==> config.mk <==
export PLATFORM = sky130hd
export DESIGN_NAME = store_align_unit
export DESIGN_NICKNAME = d
export VERILOG_FILES = /design/src/rtl/store_align_unit_pkg.sv /design/src/rtl/store_lane_shift.sv /design/src/rtl/store_align_unit.sv
export SDC_FILE = /design/constraint.sdc
export NUM_CORES = 1
export LEC_CHECK = 0
export CORE_ASPECT_RATIO = 0.8
export CORE_MARGIN = 2
export CORE_UTILIZATION = 40
export DETAILED_ROUTE_END_ITERATION = 7
export PLACE_DENSITY_LB_ADDON = 0.08
export SLEW_MARGIN = 30
export SYNTH_ARGS = -nofsm -noshare
export SYNTH_HDL_FRONTEND = slang
export SYNTH_SLANG_ARGS = --single-unit
==> constraint.sdc <==
create_clock -name clk -period 9.95 [get_ports clk]
set_clock_uncertainty 0.05 [all_clocks]
set_input_delay 1.99 -clock clk [delete_from_list [all_inputs] [get_ports clk]]
set_output_delay 1.99 -clock clk [all_outputs]
set_load 0.1 [all_outputs]
==> src/rtl/store_align_unit_pkg.sv <==
// Shared encodings for the store alignment path (sizes are also used by the load extend path).
package store_align_unit_pkg;

  // Access size as encoded in the core request.
  typedef enum logic [1:0] {
    SIZE_BYTE = 2'b00,
    SIZE_HALF = 2'b01,
    SIZE_WORD = 2'b10,
    SIZE_RSVD = 2'b11
  } size_e;

  // Store sequencer states.
  typedef enum logic [1:0] {
    IDLE  = 2'b00,
    BEAT0 = 2'b01,
    BEAT1 = 2'b10,
    FIN   = 2'b11
  } state_e;

  // Unshifted byte-enable mask for an access size; reserved size enables nothing.
  function automatic logic [3:0] lane_mask(input logic [1:0] size);
    logic [3:0] mask;
    mask = 4'b0000;
    unique case (size)
      SIZE_BYTE: mask = 4'b0001;
      SIZE_HALF: mask = 4'b0011;
      SIZE_WORD: mask = 4'b1111;
      default:   mask = 4'b0000;
    endcase
    return mask;
  endfunction

endpackage

==> src/rtl/store_lane_shift.sv <==
// Combinational lane shifter: places right-justified store data and its byte mask into an
// 8-byte window starting at the byte offset. Low half feeds beat 0, high half feeds beat 1.
module store_lane_shift
  import store_align_unit_pkg::*;
(
  input  logic [1:0]  size,
  input  logic [1:0]  off,
  input  logic [31:0] data,
  output logic [7:0]  strb_win,
  output logic [63:0] data_win
);

  // Shift mask and data left by the byte offset within the two-word window.
  always_comb begin
    strb_win = {4'b0000, lane_mask(size)} << off;
    data_win = {32'd0, data} << {off, 3'b000};
  end

endmodule

==> src/rtl/store_align_unit.sv <==
// Store alignment unit: converts SB/SH/SW requests into word-aligned write beats with
// byte strobes, splitting stores that straddle a word boundary into two beats.
module store_align_unit
  import store_align_unit_pkg::*;
#(
  parameter bit ALLOW_MISALIGNED = 1'b1
) (
  input  logic        clk,
  input  logic        rst,
  input  logic        req_valid,
  output logic        req_ready,
  input  logic [31:0] req_addr,
  input  logic [31:0] req_data,
  input  logic [1:0]  req_size,
  output logic        mem_valid,
  input  logic        mem_ready,
  output logic [31:0] mem_addr,
  output logic [31:0] mem_wdata,
  output logic [3:0]  mem_wstrb,
  output logic        done,
  output logic        err
);

  state_e      state;
  logic [7:0]  strb_win;
  logic [63:0] data_win;
  logic [31:0] hi_data;
  logic [3:0]  hi_strb;
  logic        misaligned;
  logic        reject;

  // The window is computed straight from the request so beat 0 can be registered at accept;
  // only the beat-1 half needs to be kept for later.
  store_lane_shift u_lane_shift (
    .size     (req_size),
    .off      (req_addr[1:0]),
    .data     (req_data),
    .strb_win (strb_win),
    .data_win (data_win)
  );

  // Classify the incoming request: reserved size always fails, misalignment only if disallowed.
  always_comb begin
    misaligned = ((req_size == SIZE_HALF) && req_addr[0]) ||
                 ((req_size == SIZE_WORD) && (req_addr[1:0] != 2'b00));
    reject     = (req_size == SIZE_RSVD) || (!ALLOW_MISALIGNED && misaligned);
  end

  // Sequencer with registered handshake, beat and status outputs.
  always_ff @(posedge clk or posedge rst) begin
    if (rst) begin
      state     <= IDLE;
      req_ready <= 1'b1;
      mem_valid <= 1'b0;
      mem_addr  <= 32'd0;
      mem_wdata <= 32'd0;
      mem_wstrb <= 4'd0;
      done      <= 1'b0;
      err       <= 1'b0;
      hi_data   <= 32'd0;
      hi_strb   <= 4'd0;
    end else begin
      done <= 1'b0;
      err  <= 1'b0;
      unique case (state)
        IDLE: begin
          if (req_valid && req_ready) begin
            if (reject) begin
              err <= 1'b1;
            end else begin
              state     <= BEAT0;
              req_ready <= 1'b0;
              mem_valid <= 1'b1;
              mem_addr  <= {req_addr[31:2], 2'b00};
              mem_wdata <= data_win[31:0];
              mem_wstrb <= strb_win[3:0];
              hi_data   <= data_win[63:32];
              hi_strb   <= strb_win[7:4];
            end
          end
        end
        BEAT0: begin
          if (mem_ready) begin
            if (hi_strb != 4'd0) begin
              state     <= BEAT1;
              // Wraps naturally at the top of the address space.
              mem_addr  <= mem_addr + 32'd4;
              mem_wdata <= hi_data;
              mem_wstrb <= hi_strb;
            end else begin
              state     <= FIN;
              mem_valid <= 1'b0;
              done      <= 1'b1;
            end
          end
        end
        BEAT1: begin
          if (mem_ready) begin
            state     <= FIN;
            mem_valid <= 1'b0;
            done      <= 1'b1;
          end
        end
        FIN: begin
          state     <= IDLE;
          req_ready <= 1'b1;
        end
        default: begin
          state     <= IDLE;
          req_ready <= 1'b1;
          mem_valid <= 1'b0;
        end
      endcase
    end
  end

endmodule

==> flow_summary_export.csv <==
group,metric,value,unit
run_status,status,"completed",
min_path,hp-start,"hi_data[20]",
worst_setup_path,startpoint_type,"primary input",
finish,n_antenna_cell,0,
routing,drc,0,
logic_synthesis,yosys.area_share.xor_xnor,0,%
clock_tree,h-tree-depth,3,
timing,setup_slack,5.84,ns
logic_synthesis,synth_mux_area_share,5.92,%
routing,wl_per_cell,19.0,um
routing,drt_iter0_markers,487,
worst_setup_path,cp-startpoint,"req_size[0]",
clock_tree,numClockSinks,99,
timing,rsz0062_at_grt,"false",
clock_tree,post_cts_buffers,0,
timing,whs,0.435,ns
global_routing,grt_max_degree,98,
job,cap_violations,0,
min_path,min_path_type,"reg -> reg",
logic_synthesis,avgSynthCellArea,8.90,um2
placed_design,place_ws,5.51,ns
logic_synthesis,async_flop_share,100,%
logic_synthesis,ys.flop_type,"dfrtp_1",
logic_synthesis,seq_area_frac_synth,45.6,%
global_routing,grt.total_usage,24.0,%
logic_synthesis,synth-compound-area-share,22.4,%
worst_setup_path,cp_slowest_stage_delay,0.54,ns
floorplanning,core,0.0134,mm2
global_routing,met2_usage,35.5,%
clock_tree,cts_root_buffer,"clkbuf_16",
floorplanning,io_pins,142,
logic_synthesis,syn-instance-count,610,
logic_synthesis,synth_edf_count,0,
clock_tree,tritoncts,"yes",
worst_setup_path,cp-end-kind,"flip-flop",
logic_synthesis,synth_top_cell_by_area,"dfrtp_1",
global_routing,gr-total-overflow,0,
routing,num_vias,5201,
finish,drive_above_1_share,7.57,%
placed_design,hpwl,11900,um
worst_setup_path,path_common_cell,"o21ai_0",
worst_setup_path,r2r_start,"state[1]",
clock_tree,worstSkewPairLatency,0.35,ns
logic_synthesis,yosysMostFrequentCell,"dfrtp_1",
timing,worst_pin_slew,1.02,ns
finish,area_growth,33.8,%
finish,fin_area,0.00726,mm2
global_routing,antenna_found_initial,0,
logic_synthesis,yosys_warnings,0,
logic_synthesis,netlist_top_cells_area,"dfrtp_1 45%, nand2_1 5.6%, nor2_1 4.6%",
global_routing,gr-usage-met1,35.5,%
logic_synthesis,yosys_register_bits,99,
placed_design,gp_congestion,0.891,
placed_design,io_buffers,139,
worst_setup_path,crit_type,"in -> reg",
floorplanning,die_height,108,um
timing,max_freq,243,MHz
routing,first_pass_iters,5,
min_path,hold_depth,2,
worst_setup_path,cp_data_arrival_time,4.33,ns
timing,finalHoldViolations,0,
floorplanning,die_x,134,um
timing,setup_tns,0,ns
logic_synthesis,yosys.area_share.simple,19.5,%
timing,min_period,4.11,ns
floorplanning,dieArea,0.0145,mm2
worst_setup_path,rr_worst_depth,7,
global_routing,grt_pass1_wl,27200,um
logic_synthesis,synth_common_cells,"98 x dfrtp_1, 81 x nand2_1, 66 x nor2_1, 44 x a21oi_1, 39 x o21ai_0",
global_routing,grt_pass1_vias,4926,
finish,finalNetCount,801,
logic_synthesis,ys_types,52,
timing,post-route-period-util,41.3,%
global_routing,grt.busiest_layer,"met2",
worst_setup_path,crit_chain,"clkdlybuf4s50_1 -> ha_1 -> nand3b_1 -> a22oi_2 -> buf_4 -> o21ai_0 -> o21ai_0",
worst_setup_path,path_max_fanout,42,
floorplanning,num_rows,38,
logic_synthesis,synth_top_family_by_area,"compound AO/OA/AOI/OAI gates",
floorplanning,start_util,40.5,%
clock_tree,clk_path_buf_depth,2,
timing,max-slew-margin-rel,31.7,%
clock_tree,holdBufCountCts,0,
timing,finalMaxSlewViolations,0,
routing,drtAntennaViolNets,0,
placed_design,postPlaceCellArea,0.00694,mm2
worst_setup_path,critPathRequiredTime,10.17,ns
worst_setup_path,critPathSlowestCell,"buf_4",
logic_synthesis,syn_area,0.00543,mm2
logic_synthesis,yosys.area_share.adder,2.07,%
logic_synthesis,synth_top_area_share,45.2,%
timing,finalSetupViolCount,0,
routing,vias_per_cell,5.73,
clock_tree,cts_inserted_buffers,9,
global_routing,grt_util_met3,5.20,%
clock_tree,clk_pin_slew,0.07,ns
clock_tree,cts_resized,0,
routing,routed_wl,17300,um
## final timing paths
kind,endpoint,slack (ns)
hold reg to reg,hi_data[20],0.43
max in group asynchronous,hi_data[14],6.66
setup reg to reg,mem_addr[31],6.97
setup / recovery,mem_addr[2],5.84
min in group asynchronous,hi_data[0],2.01
hold / removal,hi_data[20],0.43
## cells in the final DEF (no fill, tap or decap), types with 17 or more instances in the layout
cell type / Yosys / routed
nor2_1: 66 / 66
o21ai_0: 39 / 39
mux2_2: 17 / 17
nand3_1: 24 / 24
a221oi_1: 26 / 26
dfrtp_1: 98 / 98
clkdlybuf4s50_1: 0 / 139
a21oi_1: 44 / 44
nand2_1: 81 / 81
o31ai_1: 28 / 28
## through the flow
stage	cells	utilization, %
4_1_cts	907	54.2
2_1_floorplan	611	-
5_1_grt	907	54.2
3_3_place_gp	891	51.7
6_report	907	54.2
3_5_place_dp	891	51.8
## per-layer routing
metal / share of wire (%) / wire [um] / up-vias
met5: 0 / 0 / -
met4: 1.2 / 208 / 0
met3: 7.0 / 1200 / 16
met2: 45 / 7850 / 210
met1: 46 / 7990 / 2520
li1: - / - / 2455
## worst max-delay path: cells and delay by family
family                   cells  cell delay (ns)
AO/OA/AOI/OAI                3             0.83
buffers and inverters        2             0.99
AND/OR/NAND/NOR              1             0.28
adder cells (fa/ha/maj)      1             0.24
## registers in the layout, indices dropped and copies added (netlist names)
| signal | flops |
|---|---|
| mem_wdata | 32 |
| err | 1 |
| hi_data | 24 |
| mem_wstrb | 4 |
| hi_strb | 3 |
| mem_valid | 1 |
| done | 1 |
| req_ready | 1 |
| mem_addr | 30 |
| state | 2 |
## final cells by class
| type | count | area, um2 |
|---|---|---|
| Inverter | 13 | 51.3 |
| Fill cell | 1211 | 6140 |
| Multi-Input combinational cell | 453 | 2740 |
| Clock inverter | 7 | 100 |
| Tap cell | 180 | 225 |
| Timing Repair Buffer | 146 | 1440 |
| Sequential cell | 99 | 2480 |
| Clock buffer | 9 | 225 |
## kinds of logic after synthesis
group	after synthesis
mux	30
flops	99
fa+ha+maj	9
simple gates	229
compound gates	183
other cells	1
buf+inv	59
Power is left out: the tool's default activity adds up to more than one toggle a clock period on the data nets, which glitch-free logic cannot reach.
